$ cat config.mk
export PLATFORM = sky130hd
export DESIGN_NAME = spi_master_flat
export DESIGN_NICKNAME = d
export VERILOG_FILES = /design/src/rtl/spi_master_if.sv /design/src/rtl/spi_master.sv /design/src/flat_wrapper.sv
export SDC_FILE = /design/constraint.sdc
export NUM_CORES = 1
export LEC_CHECK = 0
export BUFFER_PORTS_ARGS = -buffer_cell sky130_fd_sc_hd__buf_4
export CAP_MARGIN = 15
export CELL_PAD_IN_SITES_DETAIL_PLACEMENT = 1
export CELL_PAD_IN_SITES_GLOBAL_PLACEMENT = 1
export CORE_MARGIN = 2
export CORE_UTILIZATION = 38
export DETAILED_ROUTE_END_ITERATION = 8
export GPL_ROUTABILITY_DRIVEN = 0
export GPL_TIMING_DRIVEN = 0
export PLACE_DENSITY = 0.83
export SYNTH_ARGS = -nofsm -noshare
export SYNTH_HDL_FRONTEND = slang
export SYNTH_SLANG_ARGS = --single-unit
$ cat constraint.sdc
create_clock -name clk -period 4.6 [get_ports clk]
set_clock_uncertainty 0.05 [all_clocks]
set_input_delay 0.23 -clock clk [delete_from_list [all_inputs] [get_ports clk]]
set_output_delay 0.23 -clock clk [all_outputs]
set_load 0.05 [all_outputs]
$ cat src/rtl/spi_master_if.sv
// Controller-side handshake bundle for spi_master.
// The controller drives start/hold_ss/din; the SPI master answers with busy/done/dout.
interface spi_master_if;
  logic       start;
  logic       hold_ss;
  logic [7:0] din;
  logic [7:0] dout;
  logic       busy;
  logic       done;

  // Controller (initiator of byte requests)
  modport master (
    output start,
    output hold_ss,
    output din,
    input  dout,
    input  busy,
    input  done
  );

  // SPI master engine (serves byte requests)
  modport slave (
    input  start,
    input  hold_ss,
    input  din,
    output dout,
    output busy,
    output done
  );
endinterface

$ cat src/rtl/spi_master.sv
// Byte-wide SPI master, mode 0 (CPOL=0, CPHA=0), MSB first.
// One byte per accepted start; the received byte comes back with a one-cycle done pulse.
// hold_ss=1 keeps ss low after the byte so the next start continues a burst.
// Every output is a flop, so all pins change exactly on clk rising edges.
module spi_master #(
  parameter int CLK_DIV = 4  // sck half-period in clk cycles, must be >= 2
) (
  input  logic         clk,
  input  logic         rst,
  spi_master_if.slave  ctrl,
  output logic         ss,
  output logic         sck,
  output logic         mosi,
  input  logic         miso
);

  localparam int CW = (CLK_DIV > 2) ? $clog2(CLK_DIV) : 1;
  localparam logic [CW-1:0] DIV_LAST = CW'(CLK_DIV - 1);

  typedef enum logic [2:0] {
    ST_IDLE,
    ST_SETUP,
    ST_HIGH,
    ST_LOW,
    ST_HOLD,
    ST_GAP
  } state_t;

  state_t        state_q, state_d;
  logic [CW-1:0] div_q, div_d;
  logic [2:0]    bit_cnt_q, bit_cnt_d;
  logic          bit_last_q, bit_last_d;
  logic [7:0]    shift_tx_q, shift_tx_d;
  logic [7:0]    shift_rx_q, shift_rx_d;
  logic          hold_r_q, hold_r_d;
  logic          ss_q, ss_d;
  logic          sck_q, sck_d;
  logic          mosi_q, mosi_d;
  logic          busy_q, busy_d;
  logic          done_q, done_d;
  logic [7:0]    dout_q, dout_d;

  logic          phase_end;

  // Last clk cycle of the current CLK_DIV-long phase.
  assign phase_end = (div_q == DIV_LAST);

  // Next-state, datapath and registered-output decode for the transfer sequencer.
  always_comb begin
    state_d    = state_q;
    div_d      = phase_end ? '0 : div_q + CW'(1);
    bit_cnt_d  = bit_cnt_q;
    bit_last_d = bit_last_q;
    shift_tx_d = shift_tx_q;
    shift_rx_d = shift_rx_q;
    hold_r_d   = hold_r_q;
    ss_d       = ss_q;
    sck_d      = sck_q;
    mosi_d     = mosi_q;
    done_d     = 1'b0;
    dout_d     = dout_q;

    case (state_q)
      ST_IDLE: begin
        div_d = '0;
        // busy_q is still high in the done cycle of a burst byte, which is
        // what makes a start coincident with done get ignored.
        if (ctrl.start && !busy_q) begin
          shift_tx_d = ctrl.din;
          hold_r_d   = ctrl.hold_ss;
          bit_cnt_d  = 3'd0;
          bit_last_d = 1'b0;
          ss_d       = 1'b0;
          mosi_d     = ctrl.din[7];
          state_d    = ST_SETUP;
        end
      end

      ST_SETUP: begin
        if (phase_end) begin
          sck_d   = 1'b1;
          state_d = ST_HIGH;
        end
      end

      ST_HIGH: begin
        // miso is sampled raw on the first cycle of the high phase; the slave
        // has had a full low phase to settle it.
        if (div_q == '0) begin
          shift_rx_d = {shift_rx_q[6:0], miso};
          if (bit_cnt_q == 3'd7) begin
            bit_last_d = 1'b1;
          end else begin
            bit_cnt_d = bit_cnt_q + 3'd1;
          end
        end
        if (phase_end) begin
          sck_d = 1'b0;
          // After the 8th rising edge the trailing low phase is the HOLD
          // phase itself, so done lands CLK_DIV cycles after the last fall.
          if (bit_last_q) begin
            state_d = ST_HOLD;
          end else begin
            shift_tx_d = {shift_tx_q[6:0], 1'b0};
            mosi_d     = shift_tx_q[6];
            state_d    = ST_LOW;
          end
        end
      end

      ST_LOW: begin
        if (phase_end) begin
          sck_d   = 1'b1;
          state_d = ST_HIGH;
        end
      end

      ST_HOLD: begin
        if (phase_end) begin
          done_d = 1'b1;
          dout_d = shift_rx_q;
          ss_d   = !hold_r_q;
          state_d = hold_r_q ? ST_IDLE : ST_GAP;
        end
      end

      ST_GAP: begin
        if (phase_end) begin
          state_d = ST_IDLE;
        end
      end

      default: begin
        state_d = ST_IDLE;
      end
    endcase

    // mosi only carries data while the slave is selected.
    if (ss_d) begin
      mosi_d = 1'b0;
    end

    // busy covers the done cycle too, so a burst byte reports busy low one
    // cycle after its done pulse.
    busy_d = (state_d != ST_IDLE) || done_d;
  end

  // State and output registers with synchronous reset; a reset mid-transfer
  // simply drops the partial byte.
  always_ff @(posedge clk) begin
    if (rst) begin
      state_q    <= ST_IDLE;
      div_q      <= '0;
      bit_cnt_q  <= 3'd0;
      bit_last_q <= 1'b0;
      shift_tx_q <= 8'h00;
      shift_rx_q <= 8'h00;
      hold_r_q   <= 1'b0;
      ss_q       <= 1'b1;
      sck_q      <= 1'b0;
      mosi_q     <= 1'b0;
      busy_q     <= 1'b0;
      done_q     <= 1'b0;
      dout_q     <= 8'h00;
    end else begin
      state_q    <= state_d;
      div_q      <= div_d;
      bit_cnt_q  <= bit_cnt_d;
      bit_last_q <= bit_last_d;
      shift_tx_q <= shift_tx_d;
      shift_rx_q <= shift_rx_d;
      hold_r_q   <= hold_r_d;
      ss_q       <= ss_d;
      sck_q      <= sck_d;
      mosi_q     <= mosi_d;
      busy_q     <= busy_d;
      done_q     <= done_d;
      dout_q     <= dout_d;
    end
  end

  assign ss        = ss_q;
  assign sck       = sck_q;
  assign mosi      = mosi_q;
  assign ctrl.busy = busy_q;
  assign ctrl.done = done_q;
  assign ctrl.dout = dout_q;

endmodule
$ cat src/flat_wrapper.sv
// flat-port wrapper written by rule: the top's interface ports become plain ports
module spi_master_flat 
#(
  parameter int CLK_DIV = 4                                                
)
  (clk, rst, ss, sck, mosi, miso, ctrl_start, ctrl_hold_ss, ctrl_din, ctrl_dout, ctrl_busy, ctrl_done);
  spi_master_if ctrl_i ();
  input  logic clk;
  input  logic rst;
  output logic ss;
  output logic sck;
  output logic mosi;
  input  logic miso;
  input wire logic [$bits(ctrl_i.start)-1:0] ctrl_start;
  input wire logic [$bits(ctrl_i.hold_ss)-1:0] ctrl_hold_ss;
  input wire logic [$bits(ctrl_i.din)-1:0] ctrl_din;
  output wire logic [$bits(ctrl_i.dout)-1:0] ctrl_dout;
  output wire logic [$bits(ctrl_i.busy)-1:0] ctrl_busy;
  output wire logic [$bits(ctrl_i.done)-1:0] ctrl_done;
  assign ctrl_i.start = ctrl_start;
  assign ctrl_i.hold_ss = ctrl_hold_ss;
  assign ctrl_i.din = ctrl_din;
  assign ctrl_dout = ctrl_i.dout;
  assign ctrl_busy = ctrl_i.busy;
  assign ctrl_done = ctrl_i.done;
  spi_master #(.CLK_DIV(CLK_DIV)) u_core (.clk(clk), .rst(rst), .ctrl(ctrl_i), .ss(ss), .sck(sck), .mosi(mosi), .miso(miso));
endmodule
==> results.md <==
- The run finished with clean final reports.
- Setup repair after global routing left no endpoint under its margin.
- The synthesized netlist devotes 3.823% of its cell area to adder and majority cells.
- The first-pass iteration count of the detailed router is 4.
- The internal reg-to-reg setup slack is 2.79 ns.
- The insertion delay to the later sink of the worst-skew pair is 0.29 ns.
- The number of hold buffers added after CTS is 0.
- The post-synthesis register bit count is 38.
- The number of global-route vias before repair is 1425.
- The smallest hold slack is 0.1206 ns.
- After routing, the total negative slack on setup checks comes to 0 ns.
- The antenna cell count is 0.
- The row count is 23.
- The post-cts gate resize count is 0.
- The synthesized design devotes to its leading area cell type 46.48% of total area.
- The number of cells produced by synthesis is 184.
- Headroom to the max-slew limit came out at 64.42%.
- The final worst-path setup slack is 2.793 ns.
- The number of slew-limit violations in the final report is 0.
- Yosys attributes the largest share of cell area to sky130_fd_sc_hd__dfxtp_1 (46%), sky130_fd_sc_hd__nand2_1 (8.7%), sky130_fd_sc_hd__a21oi_1 (6.4%).
- For this design the top-level I/O count stands at 26.
- No sink is reached through more buffers than the 2 on the longest clock path.
- The leakage component of the power is 0.8251 nW.
- The count of final hold-check violations is 0.
- The post-place setup slack is 2.798 ns.
- The synthesized area is 1637 sq um.
- Relative to the synthesized area, the layout overhead comes to 20.72%.
- After synthesis, flip-flops and latches occupy 46.48% of the total area.
- For this run, the top clock speed supported by timing is 553.4 MHz.
- Wires add up to 3.694 mm.
- The initial cell density of the core is 40.05%.
- Counting the fill cells in the layout gives 499.
- The fraction of layout cells with a size suffix above 1 is 19.35%.
- The worst-case IR drop observed on VDD is 0.1907 mV.
- The core region is 4086 sq um.
- After synthesis, the most frequently instantiated cells are sky130_fd_sc_hd__dfxtp_1 (38), sky130_fd_sc_hd__nand2_1 (38), sky130_fd_sc_hd__a21oi_1 (21).
- The die extent in x is 69.63 microns.
- The via total after detailed routing is 1376.
- In this run the critical register-to-register path is launched from u_core.state_q[0].
- The total power density per cell area is 332.4 nW/um^2.
- Registers take 760.7 sq um.
- During placement, the flow inserted port buffers numbering 24.
- The total congestion overflow after global routing is 0.
- The routed length per placed instance is 13.84 microns.
- The number of antenna violations at the first check in global routing is 0.
- The yosys synthesis warning count is 0.
- The clock tree from TritonCTS is done.
- The pin count of the biggest net entering global routing is 12.
- Summing the areas of all and, or, nand and nor instances in the mapped netlist gives 21.64% of the synthesized area.
- The biggest area consumer among synthesized cells is sky130_fd_sc_hd__dfxtp_1.
- The most critical setup path has its endpoint at u_core.shift_tx_q[5].
- The minimum period implied by the final worst setup slack is 1.807 ns.
- After clock tree synthesis, the clock-pin slew on the worst setup and hold paths is 0.07 ns.
- For this run, the post-layout net count is 234.
- In this run the worst setup path begins at u_core.state_q[0].
- The transition time at the pin with the least slew margin is 0.5289 ns.
- The reg-to-reg endpoint is u_core.shift_tx_q[5].
- The final number of setup-violating endpoints is 0.
- The cell at the root of the clock tree is sky130_fd_sc_hd__clkbuf_8.
- The startpoint type of the worst setup path is a flip-flop.
- The level count of the clock H-tree is 2.
- The most instantiated flip-flop cell in the synthesis netlist is sky130_fd_sc_hd__dfxtp_1.
- The portion of synthesized area spent on multiplexers is 6.116%.
- For this run, asynchronously set or reset flops after synthesis account for 0%.
- The largest fanout on the critical path is 10.
- The global-route usage over all layers is 17.00%.
- The sink count of the clock tree is 38.
- For this block, the initial DRC count from the detailed router was 32.
- The first global-routing pass estimated 6.527 mm of wire.
- Measured in cells, the most critical reg-to-reg path has a length of 6.
- Each instance of the synthesized netlist takes up on average 8.894 sq um.
- The number of different library cells used by synthesis comes to 35.
- In the final layout, the multi-input gates occupy 788.3 sq um.
- The average vias per placed instance is 5.154.
- The path class of the tightest hold or removal check is primary input to flip-flop.
- Max-cap violations in this run came to 0.
- The number of nets in the synthesized netlist is 202.
- The compound-cell area share of the yosys netlist is 16.59%.
- The die extent in y is 69.63 microns.
- Once detailed placement completed, the half-perimeter wirelength came to 2.744 mm.
- At the worst endpoint, the arrival time is 1.97 ns.
- After detailed routing, the number of remaining DRC violations is 0.
- The critical path capture point type is a flip-flop.
- In this run the post-CTS setup repair buffer count came out at 0.
- The xor/xnor share of the synthesized area is 0%.
- The combinational family with the most area after synthesis is simple AND/OR/NAND/NOR gates.
- After layout, the worst path uses 39.28% of the clock period.
- Buffers inserted during clock tree synthesis total 5.
- The worst setup path is of the flip-flop to flip-flop kind.
- The total die area is 4848 sq um.
- Once detail routing completed, the nets flagged for antenna violations numbered 0.
- The synthesized design contains 0 enable-type register cells.
- The data required time at the worst endpoint is 4.77 ns.
cells in the final DEF (no fill, tap or decap), drive strengths merged, types with 5 or more instances in the layout:
master	Yosys	routed
dfxtp	38	38
a21oi	21	21
nand2	38	38
clkbuf	8	15
mux2i	10	10
inv	6	6
ha	5	5
nor2	15	15
buf	4	29
a211oi	8	8
report_power, final:
part	switching, mW	internal [mW]	total (mW)
logic	0.0419	0.0316	0.0735
registers	0.00717	0.341	0.348
clock network	0.114	0.121	0.235
worst max-delay path, cell delays in order (launching register included):
cell,delay (ns)
sky130_fd_sc_hd__dfxtp_1,0.32
sky130_fd_sc_hd__buf_6,0.14
sky130_fd_sc_hd__or3b_4,0.41
sky130_fd_sc_hd__o32ai_4,0.37
sky130_fd_sc_hd__buf_6,0.21
sky130_fd_sc_hd__nor2_1,0.06
sky130_fd_sc_hd__a211oi_2,0.18
metrics by stage:
step / cell area, sq um / util [%] / power, mW / cells
after floorplan: 1637 / - / 0.4065 / 184
after global placement: 1879 / 45.99 / 0.4278 / 258
after detailed placement: 1884 / 46.11 / 0.4299 / 259
after CTS: 1976 / 48.35 / 0.6660 / 267
after global routing: 1976 / 48.35 / 0.6892 / 267
final: 1976 / 48.35 / 0.6567 / 267
state kept, by name, indices dropped and copies added, names as in the netlist:
register           count
u_core.shift_tx_q      7
u_core.ss              1
u_core.div_q           2
u_core.bit_cnt_q       3
u_core.hold_r_q        1
u_core.state_q         3
u_core.sck             1
u_core.mosi            1
u_core.ctrl.done       1
u_core.shift_rx_q      8
u_core.bit_last_q      1
u_core.ctrl.busy       1
u_core.ctrl.dout       8
worst min path at each step:
stage	start	end	slack [ns]	cells after the start
global route	miso	u_core.shift_rx_q[0]	0.13	3
CTS	ctrl_hold_ss	u_core.hold_r_q	0.12	3
floorplan	miso	u_core.shift_rx_q[0]	0.32	2
finish	ctrl_hold_ss	u_core.hold_r_q	0.12	3
global placement	u_core.ctrl.dout[3]	u_core.ctrl.dout[3]	0.39	2
detailed placement	u_core.ctrl.dout[7]	u_core.ctrl.dout[7]	0.40	2
kinds of logic after synthesis:
group,Yosys count
AND/OR/NAND/NOR,74
AO/OA/AOI/OAI,39
flip-flops,38
buffers and inverters,18
multiplexers,10
adder cells (fa/ha/maj),5
layout make-up:
cell class / instances / area share [%]
Sequential cell: 38 / 38.51
Multi-Input combinational cell: 128 / 39.90
Inverter: 6 / 1.140
Tap cell: 50 / 3.167
Clock inverter: 1 / 0.2533
Timing Repair Buffer: 25 / 9.373
Clock buffer: 7 / 4.370
Buffer: 12 / 3.293
routing by layer:
layer  up-vias  global-route usage, %  share of wire (%)
met5         -                      0                  0
met4         0                  5.556                1.3
met3         7                  5.814                4.7
met2        26                  28.42                 50
met1       652                  20.50                 44
li1        691                      -                  -
Power figures use the tool's default switching activity.
